### config.mk
export PLATFORM = sky130hd
export DESIGN_NAME = draw_scheduler
export DESIGN_NICKNAME = d
export VERILOG_FILES = /design/src/rtl/draw_scheduler.sv
export SDC_FILE = /design/constraint.sdc
export NUM_CORES = 1
export LEC_CHECK = 0
export CORE_ASPECT_RATIO = 0.7
export CORE_MARGIN = 1.5
export CORE_UTILIZATION = 43
export CTS_CLUSTER_DIAMETER = 200
export CTS_CLUSTER_SIZE = 16
export DETAILED_ROUTE_END_ITERATION = 16
export GPL_TIMING_DRIVEN = 0
export PLACE_DENSITY = 0.95
export SLEW_MARGIN = 40
export SYNTH_ARGS = -nofsm -noshare
export SYNTH_HDL_FRONTEND = slang
export SYNTH_SLANG_ARGS = --single-unit
### constraint.sdc
create_clock -name clk -period 4 [get_ports clk]
set_input_delay 0.6 -clock clk [delete_from_list [all_inputs] [get_ports clk]]
set_output_delay 0.6 -clock clk [all_outputs]
set_load 0.005 [all_outputs]
### src/rtl/draw_scheduler.sv
// draw_scheduler: per-frame sequencer owning the framebuffer pixel-write port.
// On frame_tick it runs the clear engine to completion. It then pulls line
// segments one at a time and runs the line drawer for each segment.
// Ports:
//   clk, reset_n                    clock, asynchronous active-low reset
//   frame_tick                      new-frame request pulse
//   clr_start/clr_done/clr_x/clr_y  clear engine handshake and pixel address
//   seg_valid/seg_ready/seg_*       segment source handshake and payload
//   ld_start/ld_x0..ld_y1           line drawer start pulse and held endpoints
//   ld_x/ld_y/ld_pixel_valid/ld_done line drawer pixel stream and completion
//   fb_x/fb_y/fb_color/fb_write     muxed framebuffer write port
//   busy/frame_done/overrun/seg_count status
module draw_scheduler #(
    parameter int unsigned COORD_W  = 11,
    parameter int unsigned MAX_SEGS = 16,
    parameter int unsigned CNT_W    = 5
) (
    input  logic               clk,
    input  logic               reset_n,
    input  logic               frame_tick,
    output logic               clr_start,
    input  logic               clr_done,
    input  logic [COORD_W-1:0] clr_x,
    input  logic [COORD_W-1:0] clr_y,
    input  logic               seg_valid,
    output logic               seg_ready,
    input  logic [COORD_W-1:0] seg_x0,
    input  logic [COORD_W-1:0] seg_y0,
    input  logic [COORD_W-1:0] seg_x1,
    input  logic [COORD_W-1:0] seg_y1,
    input  logic               seg_last,
    output logic               ld_start,
    output logic [COORD_W-1:0] ld_x0,
    output logic [COORD_W-1:0] ld_y0,
    output logic [COORD_W-1:0] ld_x1,
    output logic [COORD_W-1:0] ld_y1,
    input  logic [COORD_W-1:0] ld_x,
    input  logic [COORD_W-1:0] ld_y,
    input  logic               ld_pixel_valid,
    input  logic               ld_done,
    output logic [COORD_W-1:0] fb_x,
    output logic [COORD_W-1:0] fb_y,
    output logic               fb_color,
    output logic               fb_write,
    output logic               busy,
    output logic               frame_done,
    output logic               overrun,
    output logic [CNT_W-1:0]   seg_count
);

    localparam logic [2:0] S_IDLE  = 3'd0;
    localparam logic [2:0] S_CLEAR = 3'd1;
    localparam logic [2:0] S_FETCH = 3'd2;
    localparam logic [2:0] S_DRAW  = 3'd3;
    localparam logic [2:0] S_DONE  = 3'd4;

    localparam logic [CNT_W-1:0] SEG_CAP = CNT_W'(MAX_SEGS);

    logic [2:0]         state_q, state_d;
    logic               clr_start_q, clr_start_d;
    logic               ld_start_q, ld_start_d;
    logic               frame_done_q, frame_done_d;
    logic               busy_q, busy_d;
    logic               overrun_q, overrun_d;
    logic [CNT_W-1:0]   seg_count_q, seg_count_d;
    logic               last_q, last_d;
    logic [COORD_W-1:0] ld_x0_q, ld_x0_d, ld_y0_q, ld_y0_d;
    logic [COORD_W-1:0] ld_x1_q, ld_x1_d, ld_y1_q, ld_y1_d;
    logic [COORD_W-1:0] fb_x_q, fb_x_d, fb_y_q, fb_y_d;
    logic               fb_color_q, fb_color_d;
    logic               fb_write_d;

    logic cap_hit;
    logic seg_ready_d;
    logic seg_xfer;

    // Segment budget for this frame is exhausted.
    assign cap_hit     = (seg_count_q >= SEG_CAP);
    assign seg_ready_d = (state_q == S_FETCH) && !cap_hit;
    assign seg_xfer    = seg_ready_d && seg_valid;

    // State register and all registered outputs.
    always_ff @(posedge clk or negedge reset_n) begin
        if (!reset_n) begin
            state_q      <= S_IDLE;
            clr_start_q  <= 1'b0;
            ld_start_q   <= 1'b0;
            frame_done_q <= 1'b0;
            busy_q       <= 1'b0;
            overrun_q    <= 1'b0;
            seg_count_q  <= '0;
            last_q       <= 1'b0;
            ld_x0_q      <= '0;
            ld_y0_q      <= '0;
            ld_x1_q      <= '0;
            ld_y1_q      <= '0;
            fb_x_q       <= '0;
            fb_y_q       <= '0;
            fb_color_q   <= 1'b0;
        end else begin
            state_q      <= state_d;
            clr_start_q  <= clr_start_d;
            ld_start_q   <= ld_start_d;
            frame_done_q <= frame_done_d;
            busy_q       <= busy_d;
            overrun_q    <= overrun_d;
            seg_count_q  <= seg_count_d;
            last_q       <= last_d;
            ld_x0_q      <= ld_x0_d;
            ld_y0_q      <= ld_y0_d;
            ld_x1_q      <= ld_x1_d;
            ld_y1_q      <= ld_y1_d;
            fb_x_q       <= fb_x_d;
            fb_y_q       <= fb_y_d;
            fb_color_q   <= fb_color_d;
        end
    end

    // Next-state and registered-output logic.
    always_comb begin
        state_d     = state_q;
        clr_start_d = 1'b0;
        ld_start_d  = 1'b0;
        seg_count_d = seg_count_q;
        last_d      = last_q;
        ld_x0_d     = ld_x0_q;
        ld_y0_d     = ld_y0_q;
        ld_x1_d     = ld_x1_q;
        ld_y1_d     = ld_y1_q;

        case (state_q)
            S_IDLE: begin
                if (frame_tick) begin
                    state_d     = S_CLEAR;
                    clr_start_d = 1'b1;
                    seg_count_d = '0;
                end
            end
            S_CLEAR: begin
                // A done seen alongside our own start pulse is stale.
                if (clr_done && !clr_start_q) begin
                    state_d = S_FETCH;
                end
            end
            S_FETCH: begin
                if (cap_hit) begin
                    state_d = S_DONE;
                end else if (seg_xfer) begin
                    state_d     = S_DRAW;
                    ld_start_d  = 1'b1;
                    seg_count_d = seg_count_q + CNT_W'(1);
                    last_d      = seg_last;
                    ld_x0_d     = seg_x0;
                    ld_y0_d     = seg_y0;
                    ld_x1_d     = seg_x1;
                    ld_y1_d     = seg_y1;
                end
            end
            S_DRAW: begin
                // The drawer's done is only trusted after it has seen ld_start.
                if (ld_done && !ld_start_q) begin
                    state_d = last_q ? S_DONE : S_FETCH;
                end
            end
            S_DONE: begin
                state_d = S_IDLE;
            end
            default: begin
                state_d = S_IDLE;
            end
        endcase

        overrun_d    = overrun_q | (frame_tick & (state_q != S_IDLE));
        busy_d       = (state_d != S_IDLE);
        frame_done_d = (state_d == S_DONE);
    end

    // Framebuffer port mux; address and colour hold when no engine owns the port.
    always_comb begin
        fb_x_d     = fb_x_q;
        fb_y_d     = fb_y_q;
        fb_color_d = fb_color_q;
        fb_write_d = 1'b0;
        case (state_q)
            S_CLEAR: begin
                fb_x_d     = clr_x;
                fb_y_d     = clr_y;
                fb_color_d = 1'b0;
                fb_write_d = 1'b1;
            end
            S_DRAW: begin
                fb_x_d     = ld_x;
                fb_y_d     = ld_y;
                fb_color_d = 1'b1;
                fb_write_d = ld_pixel_valid;
            end
            default: begin
                fb_write_d = 1'b0;
            end
        endcase
    end

    assign clr_start  = clr_start_q;
    assign ld_start   = ld_start_q;
    assign frame_done = frame_done_q;
    assign busy       = busy_q;
    assign overrun    = overrun_q;
    assign seg_count  = seg_count_q;
    assign seg_ready  = seg_ready_d;
    assign ld_x0      = ld_x0_q;
    assign ld_y0      = ld_y0_q;
    assign ld_x1      = ld_x1_q;
    assign ld_y1      = ld_y1_q;
    assign fb_x       = fb_x_d;
    assign fb_y       = fb_y_d;
    assign fb_color   = fb_color_d;
    assign fb_write   = fb_write_d;

endmodule

==> impl_metrics.yaml, run 1 <==
critical_path:
  cp-start-kind: "register"
  path_max_fanout: 10
  cp.required_ps: 3400
  path_class: "register to output pin"
  ff2ff_path_depth: 5
  crit_end: "fb_y[1]"
  worst_setup_path_end_kind: "output pin"
  crit_start: "state_q[2]"
  r2r_end: "ld_x0[5]"
  r2r_start: "state_q[2]"
  r2r_slack_ps: 2060
  arrival_ps: 2490
detailed_routing:
  num_vias: 2648
  drcViolationCount: 0
  drt-initial-drc-count: 64
  drt-pass1-iter-count: 4
  drtAntennaViolNets: 0
  wl_per_cell_um: 17.0
  wl_mm: 9.15
  viasPerCell: 4.92
placed_design:
  finalWeightedCongestion: 0.810
  portBuffers: 174
  dp_hpwl_mm: 6.95
  dpl_cell_area_um2: 5310
synthesis:
  yosysMostFrequentCell: "dfrtp_1"
  post-synth-top-area-cell: "dfrtp_1"
  syn_area_per_cell_um2: 13.7
  synth_seq_cells: 81
  synth_nets: 347
  syn_area_um2: 3420
  synth_cell_types: 34
  synthArstFlopShare: 1.00
  synth_seq_area_share: 0.593
  syn_inst: 249
  synthTopCellsByCount: "81 x dfrtp_1, 30 x mux2_2, 24 x mux2i_1, 24 x nand2_1, 22 x o21ai_0"
  ys_top_cells_by_area: "dfrtp_1 59%, mux2_2 9.9%, mux2i_1 7.0%"
  yosys_warnings: 0
  synth-edff-count: 0
  synth_flop_cell: "dfrtp_1"
  yosysTopAreaCellShare: 0.593
finish:
  drive_above_1_share: 0.159
  nets: 533
  antenna_cells: 0
  final_area_um2: 5650
  area_growth_pct: 65.4
sta:
  finalCritPeriodShare: 0.773
  hold_viol_final: 0
  rsz0062_at_grt: "false"
  finalSetupViolCount: 0
  fmax_ghz: 0.323
  holdWs_ps: 164
  max_slew_margin: 0.519
  fin_worst_skew_ps: 4.56
  worst_pin_slew_ps: 722
  maxSlewViolCount: 0
  period_minus_slack_ps: 3090
grt:
  grt_max_degree: 47
  grt.overflow.total: 0
  antenna_found_initial: 0
  track_usage: 0.222
  first_global_vias: 2919
  grt_pass1_wl_mm: 14.3
pwr:
  vdd_drop_max_v: 0.000391
  p_int_mw: 3.07
  p_per_area_nw_per_um2: 766
  p_sw_frac: 0.292
  p_clk_frac: 0.218
  sequentialPowerShare: 0.324
  pwr-share-comb: 0.458
  p_leak_nw: 2.41
  p_switching_mw: 1.26
clock_network:
  clkLatencyLatePin_ps: 330
  clk_pin_slew_ps: 60
  cts_setup_buffers: 0
  cts_root_buf: "clkbuf_16"
  postCtsHoldBufs: 0
  cts.repair.resized: 0
  cts_buffer_depth: 2
  clkSinkCount: 81
  h-tree-depth: 3
  cts_tree: "built"
  cts_inserted_buffers: 9
die:
  dieWidth_um: 110
  io_pins: 175
  start_util: 0.457
  fp.dieH_um: 77.6
  core_area_um2: 7480
  die-area_um2: 8500
  rows: 26
status:
  outcome: "finished clean"
min_path:
  hold_path_class: "input pin to asynchronous set/reset pin"
run:
  maxCapViolCount: 0
==> power groups by stage <==
stage | Combinational (mW) | Clock [mW] | Sequential (mW)
CTS | 2.02 | 0.960 | 1.41
global placement | 1.94 | 0 | 1.39
floorplan | 0.818 | 0 | 1.40
global route | 2.14 | 1.00 | 1.45
detailed placement | 2.01 | 0 | 1.41
finish | 1.98 | 0.943 | 1.40
==> how the worst min path moves through the flow <==
| stage | startpoint | to | slack (ps) | cells after the start |
|---|---|---|---|---|
| 4_1_cts | reset_n | state_q[2] | 170 | 1 |
| 3_5_place_dp | overrun | overrun | 450 | 1 |
| 2_1_floorplan | reset_n | busy | 300 | 0 |
| 6_report | reset_n | state_q[2] | 160 | 1 |
| 5_1_grt | reset_n | state_q[2] | 190 | 1 |
| 3_3_place_gp | overrun | overrun | 450 | 1 |
==> sequential cells by signal, indices dropped and copies added, names as in the netlist <==
register    count
busy            1
clr_start       1
fb_color_q      1
fb_x_q         11
fb_y_q         11
frame_done      1
last_q          1
ld_start        1
ld_x0          11
ld_x1          11
ld_y0          11
ld_y1          11
overrun         1
seg_count       5
state_q         3
==> routing by layer <==
layer | vias to the layer above | global-route usage | wire (um)
met1 | 1272 | 0.253 | 3560
met5 | - | 0 | 0
met2 | 123 | 0.378 | 4410
li1 | 1245 | - | -
met3 | 8 | 0.104 | 1100
met4 | 0 | 0.0519 | 76
==> cells in the final DEF (no fill, tap or decap), types with 2 or more instances in the layout <==
cell               n
mux2_2            30
clkbuf_1           5
bufinv_16          3
nand3b_1           2
clkbuf_16          9
clkdlybuf4s50_1  173
a21oi_1            3
clkinv_2           2
buf_2              3
buf_4              2
dfrtp_1           81
o31ai_1            3
inv_1              6
mux2_1             7
mux2i_1           24
o21ai_0           22
nand2_1           24
ha_1               2
nand2b_1           4
and3b_1            3
buf_12             2
mux2_4            10
==> critical path: stages (launching register included) <==
cell	delay, ps
dfrtp_1	520
nand2b_1	190
buf_2	230
clkbuf_1	420
nand2_1	110
o21ai_0	140
clkdlybuf4s50_1	560
==> area by class of cell <==
class	count	area [um2]
plain buffers	14	108
clock buffers	9	225
clock inverters	7	118
fillers	483	1830
inverters	7	26.3
multi-input cells	147	1260
flip-flops and latches	81	2030
well taps	98	123
repair buffers	175	1770
==> cells by family after synthesis <==
kind of cell | after synthesis | share of synthesized area
AOI/OAI and AO/OA | 33 | 0.0549
adders and majority gates | 2 | 0.00732
buffers and inverters | 21 | 0.0392
DFF | 81 | 0.593
muxes | 71 | 0.236
and+or+nand+nor | 41 | 0.0692
==> stage by stage <==
stage	worst slack [ps]	power, mW	util	cells	TNS (ps)
2_1_floorplan	2140	2.22	-	249	0
3_3_place_gp	-385	3.33	0.706	521	-30610
3_5_place_dp	1260	3.42	0.710	522	0
4_1_cts	891	4.39	0.756	538	0
5_1_grt	708	4.59	0.756	538	0
6_report	909	4.33	0.756	538	0
No activity file was read; power rests on OpenSTA's default activity.
==> run 2, diff against run 1 <==
--- a/config.mk
+++ b/config.mk
@@ -7,12 +7,12 @@
 export LEC_CHECK = 0
 export CORE_ASPECT_RATIO = 0.7
 export CORE_MARGIN = 1.5
-export CORE_UTILIZATION = 43
+export CORE_UTILIZATION = 36
 export CTS_CLUSTER_DIAMETER = 200
 export CTS_CLUSTER_SIZE = 16
 export DETAILED_ROUTE_END_ITERATION = 16
 export GPL_TIMING_DRIVEN = 0
-export PLACE_DENSITY = 0.95
+export PLACE_DENSITY = 0.89
 export SLEW_MARGIN = 40
 export SYNTH_ARGS = -nofsm -noshare
 export SYNTH_HDL_FRONTEND = slang
==> constraint.sdc (replaced) <==
create_clock -name clk -period 2.5 [get_ports clk]
set_input_delay 0.375 -clock clk [delete_from_list [all_inputs] [get_ports clk]]
set_output_delay 0.375 -clock clk [all_outputs]
set_load 0.005 [all_outputs]
==> impl_metrics.yaml, run 2 (synthesized netlist as in run 1, its figures left out) <==
status:
  outcome: "finished clean"
die:
  io_pins: 175
  rows: 29
  fp.dieH_um: 84.5
  dieWidth_um: 119
  start_util: 0.374
  core_area_um2: 9140
  die-area_um2: 10100
grt:
  grt_max_degree: 64
  first_global_vias: 2984
  grt_busiest_layer: "met2"
  gr-usage-met3: 0.0836
  antenna_found_initial: 0
  grt.overflow.total: 0
  use_met1: 0.208
  track_usage: 0.187
  grt_pass1_wl_mm: 14.6
  use_met2: 0.327
placed_design:
  dp_slack_ps: -33.8
  finalWeightedCongestion: 0.775
  portBuffers: 174
  dp_hpwl_mm: 6.98
clock_network:
  clkSinkCount: 81
  h-tree-depth: 3
  cts_buffer_depth: 2
  clkLatencyLatePin_ps: 330
  cts_inserted_buffers: 9
  clk_pin_slew_ps: 60
  cts_tree: "built"
  cts_root_buf: "clkbuf_16"
pwr:
  p_leak_nw: 2.56
  vdd_drop_max_v: 0.000756
  p_total_mw: 6.92
  p_per_area_nw_per_um2: 1200
finish:
  antenna_cells: 0
  layout_commonest_cell: "clkdlybuf4s50_1"
  n_fill_cell: 717
  nets: 535
  final_cell_mix: "161 x clkdlybuf4s50_1, 79 x dfrtp_1, 30 x mux2_2"
  seqCellArea_um2: 2030
  area_growth_pct: 68.7
  multi_input_comb_area_um2: 1260
  drive_above_1_share: 0.179
sta:
  fmax_ghz: 0.418
  layout_setup_ws_ps: 110
  hold_viol_final: 0
  finalSetupViolCount: 0
  worst_pin_slew_ps: 394
  fin_worst_skew_ps: 11.2
  maxSlewViolCount: 0
  rsz0062_at_grt: "false"
  period_minus_slack_ps: 2390
  finalCritPeriodShare: 0.956
  fin_tns_setup_ps: 0
  max_slew_margin: 0.737
detailed_routing:
  drt-pass1-iter-count: 4
  drcViolationCount: 0
  drt-initial-drc-count: 52
  wl_per_cell_um: 16.2
  drtAntennaViolNets: 0
  num_vias: 2673
  viasPerCell: 4.72
  wl_mm: 9.18
critical_path:
  worst_setup_path_end_kind: "output pin"
  cp-start-kind: "register"
  cp.required_ps: 2120
  arrival_ps: 2020
  path_class: "register to output pin"
  path_max_fanout: 10
run:
  maxCapViolCount: 0
min_path:
  hold_path_class: "input pin to asynchronous set/reset pin"
## run 2: layout make-up
cell class,count,area share
plain buffers,14,0.0230
clock buffers,11,0.0439
clock inverters,5,0.0148
inverters,7,0.00456
multi-input cells,147,0.219
flip-flops and latches,81,0.352
well taps,124,0.0269
repair buffers,177,0.315
## run 2: path summary, 6_finish.rpt
kind                       startpoint          to  slack, ps  depth (start not counted)
max                        state_q[0]     fb_y[0]        110                          6
max in group asynchronous     reset_n  state_q[0]       1490                          3
min reg2reg                   overrun     overrun        470                          1
max reg2reg                state_q[2]    ld_y1[0]        530                          6
min                           reset_n    ld_x0[2]        440                          2
min in group clk              overrun     overrun        470                          1
## run 2: layer usage
layer / share of wire / up-vias
met5: 0 / -
met4: 0.0056 / 0
met3: 0.090 / 8
met2: 0.50 / 114
met1: 0.40 / 1301
li1: - / 1250
## run 2: worst max-delay path, cell delays in order, from the launching register on
cell and delay, ps:
dfrtp_2 480, nand2b_4 110, buf_6 150, clkbuf_4 210
nand2_1 80, o21ai_1 120, clkdlybuf4s50_1 540
## run 2: report_power, final
group          leakage, nW  internal, mW  total [mW]  switching, mW
clock                0.163         0.936        1.46          0.521
combinational         1.42          2.02        3.21           1.20
sequential           0.980          1.93        2.25          0.314
total                 2.56          4.89        6.92           2.03
## run 2: repair_timing
item	in CTS	in global routing
endpoints found under the hold margin	18	0
setup endpoints to repair	24	22
resized for setup	13	22
hold buffers	1	0
buffers inserted	1	0
## run 2: through the flow
stage / instance area [um2] / utilization / cells / hold WS, ps
6_report: 5760 / 0.630 / 566 / 439
5_1_grt: 5760 / 0.630 / 566 / 445
4_1_cts: 5720 / 0.625 / 566 / 430
3_5_place_dp: 5340 / 0.584 / 548 / 224
3_3_place_gp: 5310 / 0.581 / 547 / 455
2_1_floorplan: 3420 / - / 249 / 79.4
